[src/rtl/rs_issue_sched.sv]
// rtl/rs_issue_sched.sv - oldest-first issue select and round-robin dispatch allocation for an RS bank
//
// Optional build macro: RS_SCHED_PERF_EN (adds perf_issue_cnt / perf_full_cnt)
//
// Ports:
//   clk, rst_n          clock, asynchronous active-low reset
//   pipe_flush          squash: no issue/dispatch this cycle, internal state cleared
//   rs_wake_up          per entry, one-hot FU the entry is ready for (or 0)
//   rs_issued           entry already issued, excluded from select
//   rs_avail            entry free for dispatch
//   rs_age, rob_head    per-entry ROB tag and ROB head tag for age ordering
//   fu_stall            FU cannot accept this cycle
//   dispatch_req        dispatch stage has a packet for this bank
//   issue_en            per-entry issue grant
//   fu_issue_valid      per-FU grant valid
//   fu_issue_idx        per-FU granted entry index
//   dispatch_sel        one-hot entry receiving the dispatch packet
//   dispatch_ok         a free entry exists and dispatch is accepted
//   perf_issue_cnt      (RS_SCHED_PERF_EN) per-FU issue counters, 32 bits each
//   perf_full_cnt       (RS_SCHED_PERF_EN) count of cycles a dispatch was refused

module rs_issue_sched #(
  parameter int NUM_RS      = 8,
  parameter int NUM_FU      = 4,
  parameter int AGE_W       = 6,
  parameter int MULTI_FU_ID = 3,
  parameter int MULTI_LAT   = 4
) (
  input  logic                              clk,
  input  logic                              rst_n,
  input  logic                              pipe_flush,
  input  logic [NUM_RS*NUM_FU-1:0]          rs_wake_up,
  input  logic [NUM_RS-1:0]                 rs_issued,
  input  logic [NUM_RS-1:0]                 rs_avail,
  input  logic [NUM_RS*AGE_W-1:0]           rs_age,
  input  logic [AGE_W-1:0]                  rob_head,
  input  logic [NUM_FU-1:0]                 fu_stall,
  input  logic                              dispatch_req,
  output logic [NUM_RS-1:0]                 issue_en,
  output logic [NUM_FU-1:0]                 fu_issue_valid,
  output logic [NUM_FU*$clog2(NUM_RS)-1:0]  fu_issue_idx,
  output logic [NUM_RS-1:0]                 dispatch_sel,
`ifdef RS_SCHED_PERF_EN
  output logic [NUM_FU*32-1:0]              perf_issue_cnt,
  output logic [31:0]                       perf_full_cnt,
`endif
  output logic                              dispatch_ok
);

  localparam int IDX_W = $clog2(NUM_RS);
  localparam int CNT_W = (MULTI_LAT > 1) ? $clog2(MULTI_LAT) : 1;

  logic [CNT_W-1:0] busy_cnt;
  logic [IDX_W-1:0] rr_ptr;

  logic [AGE_W-1:0] rel [NUM_RS];
  logic [NUM_FU-1:0] fu_open;
  logic [NUM_FU-1:0] grant_valid;
  logic [IDX_W-1:0]  sel_idx;
  logic              sel_found;
  logic              dispatch_fire;

  // Distance from the ROB head; modular subtraction makes wrapped tags order correctly.
  always_comb begin
    for (int e = 0; e < NUM_RS; e++) begin
      rel[e] = rs_age[e*AGE_W +: AGE_W] - rob_head;
    end
  end

  // An FU can take a grant only outside reset/flush, when not stalled, and
  // (for the non-pipelined FU) when its occupancy counter has drained.
  always_comb begin
    for (int f = 0; f < NUM_FU; f++) begin
      fu_open[f] = rst_n && !pipe_flush && !fu_stall[f] &&
                   !((f == MULTI_FU_ID) && (busy_cnt != '0));
    end
  end

  // Per-FU oldest-first select; strict less-than keeps the lower index on ties.
  always_comb begin : issue_select
    logic             found;
    logic [AGE_W-1:0] best_rel;
    logic [IDX_W-1:0] best_idx;
    grant_valid  = '0;
    issue_en     = '0;
    fu_issue_idx = '0;
    found        = 1'b0;
    best_rel     = '0;
    best_idx     = '0;
    for (int f = 0; f < NUM_FU; f++) begin
      found    = 1'b0;
      best_rel = '0;
      best_idx = '0;
      for (int e = 0; e < NUM_RS; e++) begin
        if (fu_open[f] && rs_wake_up[e*NUM_FU + f] && !rs_issued[e] &&
            (!found || (rel[e] < best_rel))) begin
          found    = 1'b1;
          best_rel = rel[e];
          best_idx = IDX_W'(e);
        end
      end
      grant_valid[f] = found;
      if (found) begin
        fu_issue_idx[f*IDX_W +: IDX_W] = best_idx;
        issue_en[best_idx]             = 1'b1;
      end
    end
  end

  assign fu_issue_valid = grant_valid;

  // Dispatch allocation: first available entry at or after rr_ptr, circularly.
  assign dispatch_ok = rst_n && (|rs_avail) && !pipe_flush;

  always_comb begin : alloc_select
    logic [IDX_W-1:0] idx;
    sel_found = 1'b0;
    sel_idx   = '0;
    idx       = '0;
    for (int k = 0; k < NUM_RS; k++) begin
      idx = rr_ptr + IDX_W'(k);
      if (!sel_found && rs_avail[idx]) begin
        sel_found = 1'b1;
        sel_idx   = idx;
      end
    end
    dispatch_fire = dispatch_req && dispatch_ok && sel_found;
    dispatch_sel  = '0;
    if (dispatch_fire) begin
      dispatch_sel[sel_idx] = 1'b1;
    end
  end

  always_ff @(posedge clk or negedge rst_n) begin
    if (!rst_n) begin
      busy_cnt <= '0;
      rr_ptr   <= '0;
    end else if (pipe_flush) begin
      busy_cnt <= '0;
      rr_ptr   <= '0;
    end else begin
      // A grant is only possible with busy_cnt == 0, so load and decrement never collide.
      if (busy_cnt != '0) begin
        busy_cnt <= busy_cnt - 1'b1;
      end else if (grant_valid[MULTI_FU_ID] && (MULTI_LAT > 1)) begin
        busy_cnt <= CNT_W'(MULTI_LAT - 1);
      end
      if (dispatch_fire) begin
        rr_ptr <= sel_idx + 1'b1;
      end
    end
  end

`ifdef RS_SCHED_PERF_EN
  // Free-running event counters; only rst_n clears them.
  always_ff @(posedge clk or negedge rst_n) begin
    if (!rst_n) begin
      perf_issue_cnt <= '0;
      perf_full_cnt  <= '0;
    end else begin
      for (int f = 0; f < NUM_FU; f++) begin
        if (grant_valid[f]) begin
          perf_issue_cnt[f*32 +: 32] <= perf_issue_cnt[f*32 +: 32] + 32'd1;
        end
      end
      if (dispatch_req && !dispatch_ok) begin
        perf_full_cnt <= perf_full_cnt + 32'd1;
      end
    end
  end
`endif

endmodule

[config.mk]
export PLATFORM = sky130hd
export DESIGN_NAME = rs_issue_sched
export DESIGN_NICKNAME = d
export VERILOG_FILES = /design/src/rtl/rs_issue_sched.sv
export SDC_FILE = /design/constraint.sdc
export NUM_CORES = 1
export LEC_CHECK = 0
export CORE_ASPECT_RATIO = 0.75
export CORE_UTILIZATION = 35
export DETAILED_ROUTE_END_ITERATION = 16
export HOLD_SLACK_MARGIN = 0.03
export PLACE_DENSITY = 0.59
export SYNTH_ARGS = -nofsm -noshare
export SYNTH_HDL_FRONTEND = slang
export SYNTH_SLANG_ARGS = --single-unit
[constraint.sdc]
create_clock -name clk -period 39.2 [get_ports clk]
set_input_delay 3.92 -clock clk [delete_from_list [all_inputs] [get_ports clk]]
set_output_delay 3.92 -clock clk [all_outputs]
set_load 0.02 [all_outputs]
==> flow_summary_export.csv, run 1 <==
group,metric,value,unit
sta,max_slew.worst_pin.slew,1.16,ns
placement,portBuffers,142,
yosys,syn_area,10000,um2
yosys,yosysTopAreaCell,"ha_1",
sta,clock-skew-final,0.000172,ns
sta,max_freq,37.6,MHz
sta,rsz0062_at_grt,"no",
power_and_ir_drop,power_frac_comb,0.909,
cts,cts_resized,0,
route,drtAntennaViolNets,0,
power_and_ir_drop,seq_power_share,0.035,
cts,cts_buffers,3,
layout,regArea,125,um2
yosys,yosysWarningCount,0,
power_and_ir_drop,switching_share,0.558,
yosys,synth.most_common_cell,"ha_1",
critical_path,r2r_start,"rr_ptr[1]",
critical_path,cpMaxStageDelayCell,"a31oi_1",
sta,min_period,26.59,ns
sta,finalHoldViolations,0,
placement,gp_congestion,1.02,
placement,dp_hpwl,33.6,mm
global_route,grt_pass1_wl,59.6,mm
yosys,synth_common_cells,"184 x ha_1, 125 x nand2_1, 103 x inv_1",
sta,fin_tns_setup,0,ns
die,ios,143,
cts,postCtsSetupRepairBufs,0,
route,vias_per_cell,5.96,
yosys,yosysSeqAreaShare,0.0125,
die,start_util,0.357,
die,die_h,149,um
yosys,ys_ff_latch,5,
yosys,synth_cells,1372,
yosys,synth_edf_count,0,
layout,fill_cells,2948,
power_and_ir_drop,clkPwrFrac,0.055,
cts,clkSinkCount,5,
critical_path,cpPeakStageDelay,0.64,ns
layout,synthToLayoutAreaGrowth,20.1,%
critical_path,cp-end-kind,"output pin",
cts,hold_buffers,0,
die,coreArea,28100,um2
global_route,overflow,0,
sta,hold_slack,0.555,ns
hold_path,hp-class,"reg -> reg",
layout,drive_above_1_share,0.0807,
critical_path,reg2regPathDepth,13,
layout,layout.nets,1814,
route,drt_wl_total,38.9,mm
sta,slew_violations,0,
critical_path,r2r-end,"rr_ptr[2]",
sta,slew_headroom,0.227,
cts,clockRootBuffer,"clkbuf_16",
run,cap_violations,0,
cts,ctsLongestPathBuffers,2,
power_and_ir_drop,intPower,0.136,mW
route,drtIter0Drc,859,
die,dieArea,29400,um2
yosys,ys_types,90,
route,drc_errors,0,
yosys,syn_avg_cell_area,7.32,um2
yosys,synth_fp_nets,1674,
power_and_ir_drop,ir_worst_vdd,0.0000141,V
cts,cts_tree,"yes",
power_and_ir_drop,power.switching,0.171,mW
die,die_w,198,um
critical_path,worstPathMaxFanout,16,
critical_path,critPathArrivalTime,22.67,ns
global_route,grt_pass1_vias,10777,
route,first_pass_iters,6,
critical_path,crit_end,"issue_en[6]",
cts,insertion_delay,0.23,ns
layout,multiInputGateArea,9390,um2
power_and_ir_drop,leakagePower,5.08,nW
yosys,synthTopCellsByArea,"ha_1 23%, mux2_2 8.5%, a21oi_1 4.9%",
layout,n_antenna_cell,0,
power_and_ir_drop,power.density,25.5,nW/um2
route,wl_per_cell,20.5,um
route,num_vias,11306,
die,row_count,53,
sta,final-setup-viol-count,0,
yosys,synth_async_sr_flop_share,1.00,
global_route,track_usage,0.261,
sta,fin_crit_sh,0.678,
global_route,grt_max_degree,17,
critical_path,worst_setup_path_start_kind,"input pin",
yosys,synth_top_area_share,0.229,
global_route,antenna_found_initial,0,
critical_path,worst_ep_required_time,35.28,ns
critical_path,cpMostUsedCell,"ha_1",
critical_path,rrSetupSlack,35.21,ns
cts,cts_max_level,1,
cts,cts.clk_slew.worst_paths,0.03,ns
critical_path,worst-setup-path-type,"in -> out",
critical_path,startpoint,"rob_head[1]",
run_status,status,"finished, final reports clean",
yosys,synthFlopType,"dfrtp_1",
## power by group through the flow
| stage | Clock [mW] | Combinational (mW) | Sequential (mW) |
|---|---|---|---|
| after floorplan | 0 | 0.188 | 0.00800 |
| after global placement | 0 | 0.270 | 0.0109 |
| after detailed placement | 0 | 0.273 | 0.0107 |
| after CTS | 0.0171 | 0.275 | 0.0108 |
| after global routing | 0.0178 | 0.311 | 0.0113 |
| final | 0.0170 | 0.279 | 0.0108 |
## stage by stage
step                      cells  cell area [um2]  power (mW)  setup WS (ns)   util
final                      1896            12100       0.307          12.61  0.429
after global routing       1896            12100       0.340          11.40  0.429
after CTS                  1896            12100       0.303          12.88  0.429
after detailed placement   1892            12000       0.284          12.95  0.426
after global placement     1892            12000       0.281          12.67  0.426
after floorplan            1372            10000       0.196          16.74      -
## critical path, delay by kind of cell
family,cells,cell delay [ns]
AOI/OAI and AO/OA,34,8.32
and+or+nand+nor,16,4.24
adders and majority gates,8,2.21
buffers and inverters,6,1.97
muxes,5,1.96
## layer usage
| metal | global-route usage | up-vias | part of all wire |
|---|---|---|---|
| met3 | 0.0385 | 53 | 0.083 |
| met2 | 0.416 | 480 | 0.42 |
| met4 | 0.0469 | 0 | 0.018 |
| met1 | 0.373 | 5305 | 0.48 |
| li1 | - | 5468 | - |
| met5 | 0 | - | 0 |
## cell usage in the layout (no fill, tap or decap), types with 6 or more instances in the layout
master	instances
a211o_1	8
a211oi_1	17
a21o_1	64
a21oi_1	99
a221o_1	7
a31oi_1	15
and2_1	22
and3_1	20
and4_1	7
buf_4	21
clkdlybuf4s50_1	142
fa_1	8
ha_1	184
inv_1	103
mux2_2	76
mux2i_1	27
nand2_1	125
nand2b_1	19
nand3_1	33
nand4_1	14
nor2_1	84
nor2b_1	31
nor3_1	20
nor3b_1	10
nor4_1	6
nor4b_1	6
o2111ai_1	9
o211ai_1	22
o21a_1	27
o21ai_0	70
o21ai_1	10
o21bai_1	7
o31ai_1	11
or2_2	7
or3_1	16
xnor2_1	27
xor2_1	17
## kinds of logic (layout without fill, tap and decap cells)
kind of cell               count (synthesis)  after routing  synth area share
buffers and inverters                    134            273            0.0526
AOI/OAI and AO/OA                        445            445             0.302
muxes                                    106            106             0.118
xor gates and xnor gates                  44             44            0.0384
DFF                                        5              5            0.0125
adders and majority gates                192            192             0.245
and+or+nand+nor                          446            446             0.231
## registers in the layout, indices dropped and copies added, names as in the netlist
signal / count
rr_ptr: 3
busy_cnt: 2
## how the worst min path moves through the flow
stage                     start          end  cells after the start
finish              busy_cnt[0]  busy_cnt[0]                      2
global route        busy_cnt[0]  busy_cnt[0]                      2
CTS                 busy_cnt[0]  busy_cnt[0]                      2
detailed placement  busy_cnt[0]  busy_cnt[0]                      2
global placement    busy_cnt[0]  busy_cnt[0]                      2
floorplan           busy_cnt[0]  busy_cnt[0]                      2
## layout make-up
| cell class | instances | share of cell area |
|---|---|---|
| Inverter | 106 | 0.0330 |
| Tap cell | 385 | 0.0400 |
| Timing Repair Buffer | 163 | 0.131 |
| Multi-Input combinational cell | 1233 | 0.779 |
| Sequential cell | 5 | 0.0104 |
| Clock buffer | 4 | 0.00654 |
No activity file was read; power rests on OpenSTA's default activity.
==> run 2, diff against run 1 <==
--- a/config.mk
+++ b/config.mk
@@ -9,7 +9,7 @@
 export CORE_UTILIZATION = 35
 export DETAILED_ROUTE_END_ITERATION = 16
 export HOLD_SLACK_MARGIN = 0.03
-export PLACE_DENSITY = 0.59
+export PLACE_DENSITY = 0.61
 export SYNTH_ARGS = -nofsm -noshare
 export SYNTH_HDL_FRONTEND = slang
 export SYNTH_SLANG_ARGS = --single-unit
==> constraint.sdc (replaced) <==
create_clock -name clk -period 21.5 [get_ports clk]
set_input_delay 2.15 -clock clk [delete_from_list [all_inputs] [get_ports clk]]
set_output_delay 2.15 -clock clk [all_outputs]
set_load 0.02 [all_outputs]
==> flow_summary_export.csv, run 2 (same netlist as run 1, synthesis figures left out) <==
group,metric,value,unit
run_status,status,"finished, final reports clean",
global_route,grt_pass1_wl,61.2,mm
layout,synthToLayoutAreaGrowth,26.1,%
route,drtIter0Drc,1040,
critical_path,cpMaxStageDelayCell,"clkdlybuf4s50_1",
global_route,track_usage,0.270,
route,wl_per_cell,20.7,um
layout,fin_util,0.450,
layout,largest-register,"rr_ptr",
cts,cts.clk_slew.worst_paths,0.03,ns
die,start_util,0.357,
global_route,antenna_found_initial,0,
sta,fin_crit_sh,0.964,
hold_path,holdPathStages,2,
die,ios,143,
sta,fin_tns_setup,0,ns
layout,final_cells,1953,
cts,insertion_delay,0.23,ns
global_route,overflow,0,
die,die_w,198,um
cts,clockRootBuffer,"clkbuf_16",
layout,fill_cells,2947,
die,coreArea,28100,um2
hold_path,min_from,"busy_cnt[0]",
critical_path,worst_ep_required_time,19.35,ns
sta,slew_headroom,0.426,
route,num_vias,11526,
cts,hold_buffers,0,
power_and_ir_drop,finalPower,0.580,mW
sta,slew_violations,0,
hold_path,hp-class,"reg -> reg",
layout,top_regs,"rr_ptr: 3 flops, busy_cnt: 2 flops",
route,first_pass_iters,6,
route,drc_errors,0,
layout,final_common_cell,"ha_1",
route,vias_per_cell,5.90,
sta,hold_slack,0.545,ns
critical_path,worst-setup-path-type,"in -> out",
placement,portBuffers,142,
layout,layout.nets,1871,
cts,cts_buffers,3,
sta,max_freq,48.2,MHz
sta,finalHoldViolations,0,
layout,largest_reg_flops,3,
run,cap_violations,0,
placement,dp_hpwl,34.9,mm
die,row_count,53,
critical_path,rrSetupSlack,17.45,ns
cts,cts_tree,"yes",
sta,clock-skew-final,0.00256,ns
critical_path,cp-end-kind,"output pin",
power_and_ir_drop,power.density,45.9,nW/um2
die,die_h,149,um
hold_path,holdPathEnd,"busy_cnt[0]",
cts,ctsLongestPathBuffers,2,
placement,placed_cells,1938,
die,dieArea,29400,um2
power_and_ir_drop,leakagePower,5.38,nW
critical_path,r2r_start,"rr_ptr[1]",
global_route,grt_max_degree,15,
route,drtAntennaViolNets,0,
sta,min_period,20.73,ns
critical_path,critPathArrivalTime,18.58,ns
cts,cts_max_level,1,
layout,drive_above_1_share,0.133,
critical_path,cpPeakStageDelay,0.60,ns
sta,final-setup-viol-count,0,
critical_path,worstPathMaxFanout,10,
global_route,grt_pass1_vias,10776,
critical_path,worst_setup_path_start_kind,"input pin",
power_and_ir_drop,ir_worst_vdd,0.0000250,V
critical_path,reg2regPathDepth,12,
layout,final_cell_mix,"184 x ha_1, 141 x clkdlybuf4s50_1, 122 x nand2_1",
sta,rsz0062_at_grt,"yes",
sta,max_slew.worst_pin.slew,0.849,ns
layout,n_antenna_cell,0,
cts,clkSinkCount,5,
placement,gp_congestion,1.02,
route,drt_wl_total,40.5,mm
critical_path,r2r-end,"rr_ptr[2]",
run 2: cell count changes in the layout (fill, tap and decap cells not counted), moves of 4 or more:
cell       change
o21ai_1        -4
buf_4         +56
o21ai_2        +7
a2111oi_0      -4
run 2: metal layers:
metal,vias to the layer above,track usage,wire (um)
li1,5579,-,-
met1,5335,0.415,19500
met2,573,0.398,16100
met3,37,0.0410,4480
met4,2,0.0283,370
met5,-,0.0202,71
run 2: worst max path at each step:
| stage | from | slack (ns) | depth (start not counted) | endpoint |
|---|---|---|---|---|
| floorplan | rob_head[1] | 2.58 | 67 | issue_en[7] |
| global placement | rob_head[2] | 0.02 | 65 | issue_en[5] |
| detailed placement | rob_head[2] | 0.03 | 65 | issue_en[5] |
| CTS | rob_head[2] | 0.18 | 65 | issue_en[5] |
| global route | rob_head[0] | -0.08 | 65 | issue_en[5] |
| finish | rob_head[0] | 0.77 | 65 | issue_en[5] |
run 2: through the flow:
stage,setup WS (ns),area (um2)
global placement,0.0241,12300
finish,0.766,12700
floorplan,2.58,10000
detailed placement,0.0295,12300
CTS,0.182,12400
global route,-0.0848,12700
run 2: critical path, delay by kind of cell:
kind | cells | cell delay, ns
AO/OA/AOI/OAI | 31 | 7.01
XOR/XNOR | 1 | 0.29
adder cells (fa/ha/maj) | 9 | 2.52
buffers and inverters | 5 | 1.52
multiplexers | 6 | 2.27
AND/OR/NAND/NOR | 13 | 2.79
run 2: layout make-up:
cell class	instances	area, um2	share of cell area
clock buffers	4	78.8	0.00623
flip-flops and latches	5	125	0.00989
multi-input cells	1233	9550	0.755
inverters	106	398	0.0314
repair buffers	220	2020	0.160
well taps	385	482	0.0381
run 2: power by group:
part	total, mW	internal (mW)	switching, mW
Combinational	0.529	0.220	0.309
Sequential	0.0196	0.0124	0.00723
Clock	0.0316	0.0246	0.00692
run 2: repair_timing:
action,in CTS,in global routing
endpoints found under the hold margin,0,0
cloned,0,0
pin swaps,0,4
gates resized for setup,1,41
setup endpoints to repair,1,19
setup buffers,0,11
==> run 3, diff against run 2 <==
--- a/config.mk
+++ b/config.mk
@@ -9,7 +9,6 @@
 export CORE_UTILIZATION = 35
 export DETAILED_ROUTE_END_ITERATION = 16
 export HOLD_SLACK_MARGIN = 0.03
-export PLACE_DENSITY = 0.61
 export SYNTH_ARGS = -nofsm -noshare
 export SYNTH_HDL_FRONTEND = slang
 export SYNTH_SLANG_ARGS = --single-unit
==> flow_summary_export.csv, run 3 (same netlist as run 1, synthesis figures left out) <==
group,metric,value,unit
run_status,status,"finished, final reports clean",
sta,max_freq,48.6,MHz
critical_path,r2r-end,"rr_ptr[1]",
cts,insertion_delay,0.23,ns
sta,min_period,20.57,ns
die,die_h,149,um
route,drtAntennaViolNets,0,
sta,finalHoldViolations,0,
power_and_ir_drop,ir_worst_vdd,0.0000281,V
die,coreArea,28100,um2
power_and_ir_drop,intPower,0.249,mW
route,drc_errors,0,
global_route,grt_pass1_vias,10749,
placement,gp_congestion,1.01,
cts,ctsLongestPathBuffers,2,
route,wl_per_cell,20.7,um
placement,dp_hpwl,34.4,mm
critical_path,cpPeakStageDelay,0.72,ns
cts,clkSinkCount,5,
layout,final_common_cell,"ha_1",
critical_path,worstPathMaxFanout,13,
critical_path,reg2regPathDepth,12,
layout,largest-register,"rr_ptr",
critical_path,r2r_start,"rr_ptr[1]",
power_and_ir_drop,seq_power_share,0.035,
sta,fin_crit_sh,0.957,
route,num_vias,11434,
hold_path,holdPathEnd,"busy_cnt[0]",
layout,largest_reg_flops,3,
sta,setup_ws,0.927,ns
power_and_ir_drop,switching_share,0.561,
global_route,track_usage,0.263,
critical_path,critPathArrivalTime,18.42,ns
layout,n_antenna_cell,0,
sta,slew_headroom,0.208,
sta,slew_violations,0,
cts,cts_buffers,3,
critical_path,rrSetupSlack,17.50,ns
critical_path,cp-end-kind,"output pin",
critical_path,worst_setup_path_start_kind,"input pin",
critical_path,cpMaxStageDelayCell,"clkdlybuf4s50_1",
placement,portBuffers,142,
cts,clockRootBuffer,"clkbuf_16",
critical_path,worst_ep_required_time,19.35,ns
power_and_ir_drop,power_frac_comb,0.912,
die,row_count,53,
hold_path,hp-class,"reg -> reg",
cts,cts_tree,"yes",
layout,top_regs,"rr_ptr: 3 flops, busy_cnt: 2 flops",
run,cap_violations,0,
cts,cts_max_level,1,
global_route,antenna_found_initial,0,
sta,max_slew.worst_pin.slew,1.17,ns
die,dieArea,29400,um2
sta,clock-skew-final,0.00155,ns
layout,fill_cells,2938,
layout,fin_util,0.439,
global_route,overflow,0,
sta,fin_tns_setup,0,ns
sta,final-setup-viol-count,0,
placement,place_ws,0.191,ns
hold_path,holdPathStages,2,
cts,cts.clk_slew.worst_paths,0.03,ns
die,die_w,198,um
layout,drive_above_1_share,0.108,
die,ios,143,
power_and_ir_drop,clkPwrFrac,0.053,
layout,layout.nets,1834,
route,vias_per_cell,5.97,
sta,hold_slack,0.552,ns
global_route,grt_pass1_wl,59.9,mm
route,drtIter0Drc,959,
power_and_ir_drop,power.density,46.0,nW/um2
layout,synthToLayoutAreaGrowth,22.8,%
route,drt_wl_total,39.7,mm
hold_path,min_from,"busy_cnt[0]",
power_and_ir_drop,leakagePower,5.19,nW
route,first_pass_iters,5,
die,start_util,0.357,
global_route,grt_max_degree,16,
critical_path,worst-setup-path-type,"in -> out",
layout,final_cell_mix,"184 x ha_1, 142 x clkdlybuf4s50_1, 121 x nand2_1",
critical_path,cpMostUsedCell,"ha_1",
power_and_ir_drop,power.switching,0.318,mW
==> run 3: cell count changes in the layout (fill, tap and decap cells not counted), moves of 2 or more <==
cell,change
a2111oi_0,+2
o21ai_1,+2
buf_4,-37
mux2i_1,+2
mux2i_2,-2
==> run 3: how the worst max path moves through the flow <==
stage	endpoint	start	cells after the start
after floorplan	issue_en[7]	rob_head[1]	67
after global placement	issue_en[5]	rob_head[2]	66
after detailed placement	issue_en[5]	rob_head[2]	66
after CTS	issue_en[5]	rob_head[2]	65
after global routing	issue_en[5]	rob_head[1]	67
final	fu_issue_idx[4]	rob_head[1]	66
==> run 3: worst max-delay path, delay by kind of cell <==
family                     cells  cell delay (ns)
AOI/OAI and AO/OA             33             7.00
muxes                          5             1.60
buffers and inverters          5             1.59
adders and majority gates      8             2.32
and+or+nand+nor               15             3.75
==> run 3: per-stage QoR <==
step           instance area [um2]  instances  power (mW)
2_1_floorplan                10000       1372       0.357
6_report                     12300       1916       0.567
3_5_place_dp                 12100       1906       0.518
5_1_grt                      12300       1916       0.625
4_1_cts                      12200       1910       0.552
3_3_place_gp                 12100       1906       0.510
==> run 3: power groups by stage <==
| stage | combinational, mW | sequential [mW] | clock [mW] |
|---|---|---|---|
| CTS | 0.502 | 0.0196 | 0.0311 |
| finish | 0.517 | 0.0196 | 0.0303 |
| global route | 0.573 | 0.0206 | 0.0319 |
| global placement | 0.490 | 0.0196 | 0 |
| detailed placement | 0.498 | 0.0196 | 0 |
| floorplan | 0.343 | 0.0146 | 0 |
==> run 3: routing by layer <==
metal | up-vias | wire length, um | track usage
met1 | 5344 | 18800 | 0.397
li1 | 5511 | - | -
met5 | - | 0 | 0
met2 | 535 | 16500 | 0.403
met3 | 44 | 3890 | 0.0313
met4 | 0 | 571 | 0.0368
==> run 3: cell type report <==
type	instances	area, um2	area share
repair buffers	182	1720	0.140
clock buffers	4	78.8	0.00639
multi-input cells	1234	9530	0.773
well taps	385	482	0.0391
inverters	106	398	0.0323
flip-flops and latches	5	125	0.0101
==> run 3: timing repair <==
action                                  in CTS  in global routing
hold buffers                                 0                  0
gates resized for setup                      0                 35
endpoints found under the setup margin       0                 18
buffers inserted                             0                  5
==> variant, RTL diff (settings of run 2) <==
Change the parameter `NUM_RS` from 8 to 4.
--- a/src/rtl/rs_issue_sched.sv
+++ b/src/rtl/rs_issue_sched.sv
@@ -20,7 +20,7 @@
 //   perf_full_cnt       (RS_SCHED_PERF_EN) count of cycles a dispatch was refused
 
 module rs_issue_sched #(
-  parameter int NUM_RS      = 8,
+  parameter int NUM_RS      = 4,
   parameter int NUM_FU      = 4,
   parameter int AGE_W       = 6,
   parameter int MULTI_FU_ID = 3,
Interface: changed (7 resized); port bits go from 143 to 83. No check against the original RTL was run, so the function may have changed too.
==> variant against run 2 <==
  * Via count shrank 59%
  * Sequential cell count decreased by 1
  * Wire length is 63% lower
  * Total power is 64% lower
  * Cell area shrank 60%
  * First-iteration DRC count fell by 61%
  * Setup slack better by 7300 ps
  * Area after synthesis decreased by 60%
  * Largest cell class unchanged
==> variant: results (changes against run 2) <==
| Metric | Value |
|---|---|
| Multiplexer share of the synthesized area | `2.34% (was 11.8%)` |
| Routed via count | `4670 (was 11500)` |
| Commonest cells post-synth | `ha_1 (85), nand2_1 (59), nor2_1 (55), a21oi_1 (46), inv_1 (40) (was ha_1 (184), nand2_1 (125), inv_1 (103), a21oi_1 (99), nor2_1 (84))` |
| Nets@finish | `799 (was 1871)` |
| PortBufs | `82 (was 142)` |
| Final WL | `14900 um (was 40500 um)` |
| GRT Overall Usage | `25.0% (was 27.0%)` |
| Setup TNS | `0 ps (unchanged)` |
| Adder-cell share of the synthesized area | `28.2% (was 24.5%)` |
| Top flop regs | `busy_cnt x2, rr_ptr x2 (was rr_ptr x3, busy_cnt x2)` |
| DRT Pass-1 Iters | `7 (was 6)` |
| PwrDens | `40.5 nW/um2 (was 45.9 nW/um2)` |
| Synth Area in XOR/XNOR | `4.10% (was 3.84%)` |
| R2r endpoint | `busy_cnt[1] (was rr_ptr[2])` |
| Quantity of gates resized following cts | `0 (was 1)` |
| Worst hold slack | `546 ps (was 545 ps)` |
| Fraction of layout cells with a size suffix above 1 | `4.18% (was 13.3%)` |
| Core area | `11100 um2 (was 28100 um2)` |
| Crit path max-delay cell type | `o21ai_0 (was clkdlybuf4s50_1)` |
| Critical path fanouts, max | `11 (was 10)` |
| Seq/Total Area, Yosys | `2.47% (was 1.25%)` |
| First-pass GRT wire length | `23500 um (was 61200 um)` |
| CP arrival | `11310 ps (was 18580 ps)` |
| Top cells by area, synth | `ha_1 (26%), a21oi_1 (5.7%), nand2_1 (5.5%), nor2_1 (5.1%), a21o_1 (3.7%) (was ha_1 (23%), mux2_2 (8.5%), a21oi_1 (4.9%), a21o_1 (4.8%), nand2_1 (4.7%))` |
| Delay of the slowest critical-path stage | `790 ps (was 600 ps)` |
| DR iter-0 viols | `409 (was 1040)` |
| Fillcell total | `1119 (was 2947)` |
| Number of library cell types mapped by synthesis | `68 (was 90)` |
| Largest net degree at the start of global routing | `16 (was 15)` |
| Core Rows | `33 (was 53)` |
| Vias in the first global route | `4479 (was 10800)` |
| Dpl ws | `8180 ps (was 29.5 ps)` |
| Launch point of the worst reg-to-reg path | `busy_cnt[0] (was rr_ptr[1])` |
| Complex-gate fraction of the synthesized area | `29.1% (was 30.2%)` |
| Status | `complete, no violations (unchanged)` |
| GP Congestion | `0.976 (was 1.02)` |
| Mapped Nets | `724 (was 1674)` |
| Worst-case reg-to-reg path depth | `9 (was 12)` |
| Setup slack, reg-to-reg | `19290 ps (was 17450 ps)` |
| Worst slew pin tran | `1120 ps (was 849 ps)` |
| Hold depth | `2 (unchanged)` |
| Final Skew | `0.0256 ps (was 2.56 ps)` |
| Peak VDD IR | `0.0183 mV (was 0.0250 mV)` |
==> variant: cell count changes in the layout (fill, tap and decap cells not counted), moves of 20 or more <==
cell,change
a21oi_1,-51
mux2i_1,-20
o21a_1,-21
nor2_1,-28
nor2b_1,-22
a21o_1,-44
inv_1,-63
mux2_2,-72
ha_1,-99
buf_4,-70
o21ai_0,-41
clkdlybuf4s50_1,-59
nand2_1,-63
==> variant: routing by layer <==
metal | up-vias | wire length (um) | GRT usage (%)
met5 | - | 0 | 0
met4 | 0 | 484 | 8.84
met3 | 36 | 1290 | 4.15
met2 | 229 | 6250 | 40.1
met1 | 2129 | 6890 | 33.8
li1 | 2276 | - | -
==> variant: report_power, final <==
group	leakage (nW)	switching, W	total, W	internal [W]
registers	0.0529	0.00000114	0.0000105	0.00000939
logic	2.11	0.0000979	0.000167	0.0000693
clock network	0.0370	0.00000483	0.0000285	0.0000237
==> variant: stage by stage <==
| step | cells | area [um2] |
|---|---|---|
| finish | 787 | 5100 |
| global route | 786 | 5100 |
| CTS | 786 | 5100 |
| detailed placement | 783 | 5020 |
| global placement | 783 | 5020 |
| floorplan | 573 | 4060 |
==> variant: layout make-up <==
type	instances	share of cell area [%]
antenna	1	0.0491
clock buffer	3	1.47
inverter	40	2.94
multi-input combinational	510	73.0
sequential	4	1.96
tap	140	3.44
timing repair buffer	89	17.1
==> variant: worst max path at each step <==
stage / startpoint / to / cells after the start
after floorplan: rob_head[1] / issue_en[3] / 30
after global placement: rob_head[1] / issue_en[3] / 32
after detailed placement: rob_head[1] / issue_en[3] / 32
after CTS: rob_head[1] / issue_en[3] / 32
after global routing: rob_head[1] / issue_en[3] / 32
final: rob_head[1] / issue_en[3] / 32
==> variant: tightest hold or removal path: stages, from the launching register on <==
cell and delay, ps:
dfrtp_1 350, xnor2_1 80, nor2_1 80
